**src/rtl/rtc_bus_pkg.sv**
```systemverilog
// Shared types and default timing for the RTC parallel-bus sequencer.
package rtc_bus_pkg;

  typedef enum logic [3:0] {
    IDLE, A_SETUP, A_PULSE, A_HOLD, GAP, D_SETUP, D_PULSE, D_HOLD, DONE
  } state_t;

  typedef enum logic {OP_RD = 1'b0, OP_WR = 1'b1} op_t;

  localparam int T_SETUP_DEF = 2;
  localparam int T_PULSE_DEF = 4;
  localparam int T_HOLD_DEF  = 2;
  localparam int T_GAP_DEF   = 4;
  localparam int CNT_W       = 8;

endpackage

```
**src/rtl/rtc_bus_sequencer_if.sv**
```systemverilog
// Controller-side request/response plus pad-side bus signals of the sequencer.
interface rtc_bus_sequencer_if;
  logic       req_wr, req_rd;
  logic [7:0] addr, wdata;
  logic       busy, done;
  logic [7:0] rdata;
  logic [7:0] bus_out;
  logic       bus_oe;
  logic [7:0] bus_in;
  logic       cs, rd, wr, ad;

  modport slave (
    input  req_wr, req_rd, addr, wdata, bus_in,
    output busy, done, rdata, bus_out, bus_oe, cs, rd, wr, ad
  );
  modport master (
    output req_wr, req_rd, addr, wdata, bus_in,
    input  busy, done, rdata, bus_out, bus_oe, cs, rd, wr, ad
  );
endinterface

```
**src/rtl/rtc_phase_timer.sv**
```systemverilog
// Loadable down-counter; zero flags the last cycle of a timed phase.
module rtc_phase_timer #(
  parameter int W = 8
) (
  input  logic         clk,
  input  logic         reset,
  input  logic         load,
  input  logic [W-1:0] load_val,
  output logic         zero
);
  logic [W-1:0] cnt;

  always_ff @(posedge clk or posedge reset) begin
    if (reset)            cnt <= '0;
    else if (load)        cnt <= load_val;
    else if (cnt != '0)   cnt <= cnt - 1'b1;
  end

  assign zero = (cnt == '0);
endmodule

```
**src/rtl/rtc_bus_sequencer.sv**
```systemverilog
// Multiplexed address/data transaction sequencer for the RTC parallel bus.
// Define RTC_IN_SYNC_EN to pass bus_in through a 2-flop synchronizer (reads +2 cycles).
module rtc_bus_sequencer
  import rtc_bus_pkg::*;
#(
  parameter int T_SETUP = T_SETUP_DEF,
  parameter int T_PULSE = T_PULSE_DEF,
  parameter int T_HOLD  = T_HOLD_DEF,
  parameter int T_GAP   = T_GAP_DEF
) (
  input logic                clk,
  input logic                reset,
  rtc_bus_sequencer_if.slave sif
);
  state_t           state, nxt;
  op_t              op_q, nxt_op;
  logic [7:0]       addr_q, wdata_q, nxt_addr, nxt_wdata, cap;
  logic             load, zero;
  logic [CNT_W-1:0] load_val;
  logic             a_ph, d_ph, n_cs, n_rd, n_wr, n_ad, n_oe, n_busy, n_done;
  logic [7:0]       n_bus;

`ifdef RTC_IN_SYNC_EN
  localparam int RD_EXT = 2;
  logic [7:0] sync1, sync2;
  always_ff @(posedge clk or posedge reset) begin
    if (reset) begin
      sync1 <= '0;
      sync2 <= '0;
    end else begin
      sync1 <= sif.bus_in;
      sync2 <= sync1;
    end
  end
  assign cap = sync2;
`else
  localparam int RD_EXT = 0;
  assign cap = sif.bus_in;
`endif

  rtc_phase_timer #(.W(CNT_W)) u_timer (
    .clk(clk), .reset(reset), .load(load), .load_val(load_val), .zero(zero)
  );

  always_comb begin
    nxt       = state;
    nxt_op    = op_q;
    nxt_addr  = addr_q;
    nxt_wdata = wdata_q;
    load      = 1'b0;
    load_val  = '0;
    case (state)
      IDLE: if (sif.req_wr || sif.req_rd) begin
        nxt       = A_SETUP;
        nxt_op    = sif.req_wr ? OP_WR : OP_RD;
        nxt_addr  = sif.addr;
        nxt_wdata = sif.wdata;
        load      = 1'b1;
        load_val  = CNT_W'(T_SETUP - 1);
      end
      A_SETUP: if (zero) begin nxt = A_PULSE; load = 1'b1; load_val = CNT_W'(T_PULSE - 1); end
      A_PULSE: if (zero) begin nxt = A_HOLD;  load = 1'b1; load_val = CNT_W'(T_HOLD - 1);  end
      A_HOLD:  if (zero) begin nxt = GAP;     load = 1'b1; load_val = CNT_W'(T_GAP - 1);   end
      GAP:     if (zero) begin nxt = D_SETUP; load = 1'b1; load_val = CNT_W'(T_SETUP - 1); end
      D_SETUP: if (zero) begin
        nxt      = D_PULSE;
        load     = 1'b1;
        load_val = (op_q == OP_RD) ? CNT_W'(T_PULSE + RD_EXT - 1) : CNT_W'(T_PULSE - 1);
      end
      D_PULSE: if (zero) begin nxt = D_HOLD;  load = 1'b1; load_val = CNT_W'(T_HOLD - 1);  end
      D_HOLD:  if (zero) nxt = DONE;
      DONE:    nxt = IDLE;
      default: nxt = IDLE;
    endcase
  end

  // Outputs are decoded from the next state so the registered pins line up with state.
  always_comb begin
    a_ph   = (nxt == A_SETUP) || (nxt == A_PULSE) || (nxt == A_HOLD);
    d_ph   = (nxt == D_SETUP) || (nxt == D_PULSE) || (nxt == D_HOLD);
    n_cs   = !((nxt == A_PULSE) || (nxt == D_PULSE));
    n_wr   = !((nxt == A_PULSE) || ((nxt == D_PULSE) && (nxt_op == OP_WR)));
    n_rd   = !((nxt == D_PULSE) && (nxt_op == OP_RD));
    n_ad   = !a_ph;
    n_oe   = a_ph || (d_ph && (nxt_op == OP_WR));
    n_bus  = a_ph ? nxt_addr : ((d_ph && (nxt_op == OP_WR)) ? nxt_wdata : 8'h00);
    n_busy = (nxt != IDLE);
    n_done = (nxt == DONE);
  end

  always_ff @(posedge clk or posedge reset) begin
    if (reset) begin
      state       <= IDLE;
      op_q        <= OP_RD;
      addr_q      <= '0;
      wdata_q     <= '0;
      sif.cs      <= 1'b1;
      sif.rd      <= 1'b1;
      sif.wr      <= 1'b1;
      sif.ad      <= 1'b1;
      sif.bus_oe  <= 1'b0;
      sif.bus_out <= '0;
      sif.busy    <= 1'b0;
      sif.done    <= 1'b0;
      sif.rdata   <= '0;
    end else begin
      state       <= nxt;
      op_q        <= nxt_op;
      addr_q      <= nxt_addr;
      wdata_q     <= nxt_wdata;
      sif.cs      <= n_cs;
      sif.rd      <= n_rd;
      sif.wr      <= n_wr;
      sif.ad      <= n_ad;
      sif.bus_oe  <= n_oe;
      sif.bus_out <= n_bus;
      sif.busy    <= n_busy;
      sif.done    <= n_done;
      // Capture at the edge closing the read strobe, while rd is still low on the pads.
      if (state == D_PULSE && zero && op_q == OP_RD) sif.rdata <= cap;
    end
  end
endmodule

```
**src/flat_wrapper.sv**
```systemverilog
// flat-port wrapper written by rule: the top's interface ports become plain ports
module rtc_bus_sequencer_flat import rtc_bus_pkg::*;
#(
  parameter int T_SETUP = T_SETUP_DEF,
  parameter int T_PULSE = T_PULSE_DEF,
  parameter int T_HOLD  = T_HOLD_DEF,
  parameter int T_GAP   = T_GAP_DEF
)
  (clk, reset, sif_req_wr, sif_req_rd, sif_addr, sif_wdata, sif_bus_in, sif_busy, sif_done, sif_rdata, sif_bus_out, sif_bus_oe, sif_cs, sif_rd, sif_wr, sif_ad);
  rtc_bus_sequencer_if sif_i ();
  input logic clk;
  input logic reset;
  input wire logic [$bits(sif_i.req_wr)-1:0] sif_req_wr;
  input wire logic [$bits(sif_i.req_rd)-1:0] sif_req_rd;
  input wire logic [$bits(sif_i.addr)-1:0] sif_addr;
  input wire logic [$bits(sif_i.wdata)-1:0] sif_wdata;
  input wire logic [$bits(sif_i.bus_in)-1:0] sif_bus_in;
  output wire logic [$bits(sif_i.busy)-1:0] sif_busy;
  output wire logic [$bits(sif_i.done)-1:0] sif_done;
  output wire logic [$bits(sif_i.rdata)-1:0] sif_rdata;
  output wire logic [$bits(sif_i.bus_out)-1:0] sif_bus_out;
  output wire logic [$bits(sif_i.bus_oe)-1:0] sif_bus_oe;
  output wire logic [$bits(sif_i.cs)-1:0] sif_cs;
  output wire logic [$bits(sif_i.rd)-1:0] sif_rd;
  output wire logic [$bits(sif_i.wr)-1:0] sif_wr;
  output wire logic [$bits(sif_i.ad)-1:0] sif_ad;
  assign sif_i.req_wr = sif_req_wr;
  assign sif_i.req_rd = sif_req_rd;
  assign sif_i.addr = sif_addr;
  assign sif_i.wdata = sif_wdata;
  assign sif_i.bus_in = sif_bus_in;
  assign sif_busy = sif_i.busy;
  assign sif_done = sif_i.done;
  assign sif_rdata = sif_i.rdata;
  assign sif_bus_out = sif_i.bus_out;
  assign sif_bus_oe = sif_i.bus_oe;
  assign sif_cs = sif_i.cs;
  assign sif_rd = sif_i.rd;
  assign sif_wr = sif_i.wr;
  assign sif_ad = sif_i.ad;
  rtc_bus_sequencer #(.T_SETUP(T_SETUP), .T_PULSE(T_PULSE), .T_HOLD(T_HOLD), .T_GAP(T_GAP)) u_core (.clk(clk), .reset(reset), .sif(sif_i));
endmodule
```
**config.mk**
```make
export PLATFORM = sky130hd
export DESIGN_NAME = rtc_bus_sequencer_flat
export DESIGN_NICKNAME = d
export VERILOG_FILES = /design/src/rtl/rtc_bus_pkg.sv /design/src/rtl/rtc_bus_sequencer_if.sv /design/src/rtl/rtc_phase_timer.sv /design/src/rtl/rtc_bus_sequencer.sv /design/src/flat_wrapper.sv
export SDC_FILE = /design/constraint.sdc
export NUM_CORES = 1
export LEC_CHECK = 0
export CAP_MARGIN = 20
export CELL_PAD_IN_SITES_DETAIL_PLACEMENT = 1
export CELL_PAD_IN_SITES_GLOBAL_PLACEMENT = 1
export CORE_ASPECT_RATIO = 0.5
export CORE_MARGIN = 5
export CORE_UTILIZATION = 43
export DETAILED_ROUTE_END_ITERATION = 12
export PLACE_DENSITY_LB_ADDON = 0.08
export SLEW_MARGIN = 20
export SYNTH_ARGS = -nofsm -noshare
export SYNTH_HDL_FRONTEND = slang
export SYNTH_HIERARCHICAL = 1
export SYNTH_SLANG_ARGS = --single-unit
```
**constraint.sdc**
```tcl
create_clock -name clk -period 6.87 [get_ports clk]
set_input_delay 2.061 -clock clk [delete_from_list [all_inputs] [get_ports clk]]
set_output_delay 2.061 -clock clk [all_outputs]
set_load 0.1 [all_outputs]
```
* Yosys cells after proc, flatten, opt, wreduce, memory -nomap -nowiden
Index checks and enable logic that the tools add are counted.
** Operators by class
- $add $sub $neg :: 1
- Eq/ne operators :: 14
- Muxes and demuxes :: 27
- Bitwise logic cells :: 2
- Reductions and logical operators :: 25
** Operators with widths (count)
- $mux W8 :: 8
- $mux W4 :: 8
- $pmux W4 S8 :: 1
- $eq A4 B3 Y1 const B :: 7
- $pmux W8 S3 :: 1
- $eq A4 B2 Y1 const B :: 4
- $eq A4 B1 Y1 const B :: 2
- $logic_not A8 Y1 :: 1
- $logic_or A1 B1 Y1 :: 8
- $reduce_bool A8 Y1 :: 1
- $sub A8 B1 Y8 const B :: 1
- $mux W1 :: 7
- $reduce_or A3 Y1 :: 2
- $reduce_or A6 Y1 :: 1
- $logic_and A1 B1 Y1 :: 5
- $eq A4 B4 Y1 const B :: 1
- $logic_not A1 Y1 :: 4
- $logic_not A4 Y1 :: 1
- $reduce_bool A4 Y1 :: 1
- $mux W2 :: 1
- $not A1 Y1 :: 2
- $pmux W1 S2 :: 1
- $reduce_bool A2 Y1 :: 1
** Word-level totals
- Flip-flop bits (word level) :: 52
- Input bits :: 28
- Output and inout bits :: 23
- Logic and storage cells :: 83

* Depth between registers and ports, before layout
- Depth after elaboration :: 9
- Gate-level depth with buffers :: 13
- Depth with buffers taken out :: 10

* Hierarchy
Netlist, hierarchy kept.
** By module, submodules not included
- rtc_bus_sequencer :: instances 1, cells an instance 143, area an instance 1890.6 um^2, seq. area each 1106.1 um^2
- rtc_phase_timer :: instances 1, cells an instance 56, area an instance 496.7 um^2, seq. area each 200.2 um^2

* Worst setup path before layout
No wires, ideal clock.
- Path kind :: input to register
- From :: in sif_req_rd
- To :: reg u_core.u_timer.cnt[4]
- Library setup time :: 124 ps
- Arrival :: 3421 ps
- Required time :: 6746 ps
- Path slack :: 3325 ps
- Cell stages on the path :: 6
- Buffers on the path :: 2
- Path through :: or4_1 > nor2_1 > nor3_1 > buf_1 > clkbuf_1 > o31a_1
** On the way
- Word-level cells in the longest chain between the ends :: 4
- Elaborated cells between the ends (all ways) :: 5
- Classes of those cells :: mux: 3; reduce/logical: 2
** Ends and longest elaborated chain
- from (decl) :: line flat_wrapper.sv:14 : input wire logic [$bits(sif_i.req_rd)-1:0] sif_req_rd;
- $logic_or A1 B1 Y1 * :: line rtc_bus_sequencer.sv:53 : IDLE: if (sif.req_wr || sif.req_rd) begin
- $mux W1 * :: line rtc_bus_sequencer.sv:53
- $pmux W1 S2 * :: line rtc_bus_sequencer.sv:52 : case (state)
- named net u_core.load :: line rtc_bus_sequencer.sv:18 : logic load, zero;
- $mux W8 or $reduce_bool A2 Y1 (tied branches)
- to (signal assigned) :: line rtc_phase_timer.sv:15 : else if (load) cnt <= load_val;
- to (signal assigned) :: line rtc_phase_timer.sv:16 : else if (cnt != '0) cnt <= cnt - 1'b1;
- to (decl) :: line rtc_phase_timer.sv:11 : logic [W-1:0] cnt;
The timed path passes the listed nets; every way through them passes the cells marked *.
A chain may end at the register's enable or synchronous reset.

* Worst setup path in the final report
- From :: reg u_core.sif.cs
- To :: out sif_cs
** RTL lines
- from (decl) :: line rtc_bus_sequencer_if.sv:14 : output busy, done, rdata, bus_out, bus_oe, cs, rd, wr, ad
- from (signal assigned) :: line rtc_bus_sequencer.sv:111 : sif.cs <= n_cs;
- to (decl) :: line flat_wrapper.sv:23 : output wire logic [$bits(sif_i.cs)-1:0] sif_cs;
No word-level cell between the ends.

==> impl_metrics.json <==
{
  "outcome": "completed",
  "r2r_slack_ns": 3.78,
  "drt-initial-drc-count": 60,
  "crit_path_max_fanout": 1,
  "io_pins": 51,
  "crit_start": "u_core/sif.cs",
  "tightest_slew_ns": 1.03,
  "timing.rr.start": "u_core/u_timer/cnt[0]",
  "die_h_um": 62.7,
  "setup_tns_ns": 0,
  "p_leak_nw": 1.30,
  "cts-root-buf": "clkbuf_8",
  "p_per_area_nw_per_um2": 440,
  "start_util_pct": 44.0,
  "critical-path-max-stage-delay_ns": 1.12,
  "crit_buf_inv": 1,
  "synth_edf_count": 0,
  "dieArea_um2": 7230,
  "clk_pin_slew_ns": 0.10,
  "peakVddDrop_uv": 241,
  "clock_sinks": 52,
  "clock.fmax_ghz": 0.249,
  "dieWidth_um": 115,
  "clockBufferDepth": 2,
  "syn_area_per_cell_um2": 12.0,
  "hold_viol_final": 0,
  "vias": 1634,
  "hold_path_class": "reg -> reg",
  "ys_warn_count": 6,
  "ys_types": 53,
  "final-setup-viol-count": 0,
  "critical_path_class": "reg -> out",
  "crit_family": "buffers and inverters",
  "drcViolationCount": 0,
  "crit_path_top_delay_cell": "clkdlybuf4s50_1",
  "synthArstFlopShare_pct": 100,
  "place_congestion": 0.800,
  "fin_crit_sh_pct": 58.5,
  "synth_ff_type": "dfrtp_1",
  "track_usage_pct": 15.6,
  "numPortBuffers": 50,
  "grt_pass1_wl_um": 8980,
  "rsz0062_at_grt": "false",
  "crit_arrival_ns": 1.96,
  "required_ns": 4.81,
  "wl_um": 5270,
  "drv_cap": 0,
  "netlist_area_um2": 2390,
  "cts_tree": "done",
  "rows": 19,
  "slew_headroom_pct": 31.3,
  "cp_cell_sequence": "clkdlybuf4s50_1",
  "place_hpwl_um": 3850,
  "num-nets-final": 283,
  "postRouteAntennaNets": 0,
  "final_common_cell": "clkdlybuf4s50_1",
  "skew_ns": 0.0106,
  "first_global_vias": 1800,
  "cts_setup_buffers": 0,
  "clk_latency_ns": 0.30,
  "antenna_found_initial": 0,
  "coreArea_um2": 5420,
  "final_cell_mix": "50 x clkdlybuf4s50_1, 48 x dfrtp_1, 24 x inv_1, 16 x mux2i_1, 10 x nor2_1",
  "gr-total-overflow": 0,
  "finalCriticalPeriod_ns": 4.02,
  "diodes": 0,
  "cp-start-kind": "flip-flop",
  "grt_max_degree": 45,
  "yosysSeqAreaShare_pct": 54.7,
  "htree_levels": 2,
  "cts_hold_buffers": 0,
  "viasPerCell": 4.98,
  "ys_seq_elements": 52,
  "drive_gt1_share_pct": 13.7,
  "cts_resized": 0,
  "drv_slew": 0,
  "end_kind": "primary output",
  "area_growth_pct": 27.3,
  "syn-instance-count": 199,
  "firstDrtPassIters": 4,
  "worstHoldStart": "u_core/op_q",
  "utilization_pct": 56.1,
  "wl_per_cell_um": 16.1,
  "cts-buffers-inserted": 5
}
## routing by layer
layer / wire [um] / vias to the layer above / part of all wire (%) / GRT usage, %
met3: 239 / 2 / 4.5 / 4.16
met5: 0 / - / 0 / 0
met2: 2560 / 25 / 49 / 26.2
met4: 16 / 0 / 0.30 / 2.64
li1: - / 798 / - / -
met1: 2450 / 809 / 47 / 20.5
## cell usage after synthesis, types with 2 or more instances
| cell | count | area, um2 |
|---|---|---|
| dfrtp_1 | 48 | 1200 |
| nor2b_1 | 2 | 12.5 |
| buf_2 | 3 | 15.0 |
| o32ai_1 | 7 | 61.3 |
| a31oi_1 | 2 | 12.5 |
| and3_1 | 2 | 12.5 |
| or4_1 | 2 | 15.0 |
| buf_12 | 2 | 40.0 |
| nor3_1 | 9 | 45.0 |
| nor4_2 | 2 | 25.0 |
| nor2_1 | 10 | 37.5 |
| o31ai_1 | 3 | 22.5 |
| nand2b_1 | 3 | 18.8 |
| xnor2_1 | 3 | 26.3 |
| buf_6 | 2 | 22.5 |
| inv_1 | 25 | 93.8 |
| a21boi_0 | 2 | 15.0 |
| dfstp_2 | 4 | 105 |
| a21oi_1 | 3 | 15.0 |
| nand2_1 | 6 | 22.5 |
| mux2_4 | 9 | 135 |
| mux2i_1 | 16 | 160 |
| o21ai_1 | 3 | 15.0 |
| nand3_1 | 2 | 10.0 |
## path summary, 6_finish.rpt
path                                              end  depth (start not counted)
worst max-delay path                           sif_cs                          1
min in group asynchronous       u_core/u_timer/cnt[5]                          2
max in group asynchronous               u_core/sif.rd                          3
worst min-delay path                    u_core/sif.wr                          1
worst max register to register    u_core/sif.rdata[3]                          7
worst min register to register          u_core/sif.wr                          1
## registers in the layout, indices dropped and copies added (netlist names), 4 cells and up
name,cells
u_core/addr_q,8
u_core/sif.bus_out,8
u_core/sif.rdata,8
u_core/u_timer/cnt,8
u_core/wdata_q,8
u_core/state,4
## layout make-up
| class | count | area [um2] |
|---|---|---|
| clock buffer | 6 | 72.6 |
| clock inverter | 2 | 38.8 |
| fill | 577 | 2380 |
| inverter | 25 | 93.8 |
| multi-input combinational | 118 | 921 |
| sequential | 52 | 1310 |
| tap | 73 | 91.3 |
| timing repair buffer | 52 | 515 |
## power by group
group	switching (mW)	internal [mW]	leakage, nW
registers	0.0655	0.420	0.610
clock network	0.0999	0.110	0.0558
logic	0.436	0.208	0.633
total	0.601	0.738	1.30
## cells by family after synthesis
kind of cell,Yosys count,synth area share (%)
buffers and inverters,34,7.49
AOI/OAI and AO/OA,34,11.8
xor gates and xnor gates,4,1.47
and+or+nand+nor,48,11.4
muxes,25,12.4
other,1,0.157
DFF,52,54.7
adders and majority gates,1,0.524
## through the flow
stage	hold slack (ns)	area [um2]	setup WS (ns)	instances	power, mW
after global routing	0.492	3040	2.80	328	1.43
final	0.451	3040	2.85	328	1.34
after CTS	0.460	3040	2.84	328	1.36
after global placement	0.450	2930	2.94	320	1.11
after detailed placement	0.450	2930	2.87	320	1.14
after floorplan	0.391	2410	3.33	204	0.989
(Power assumes the default switching activity.)
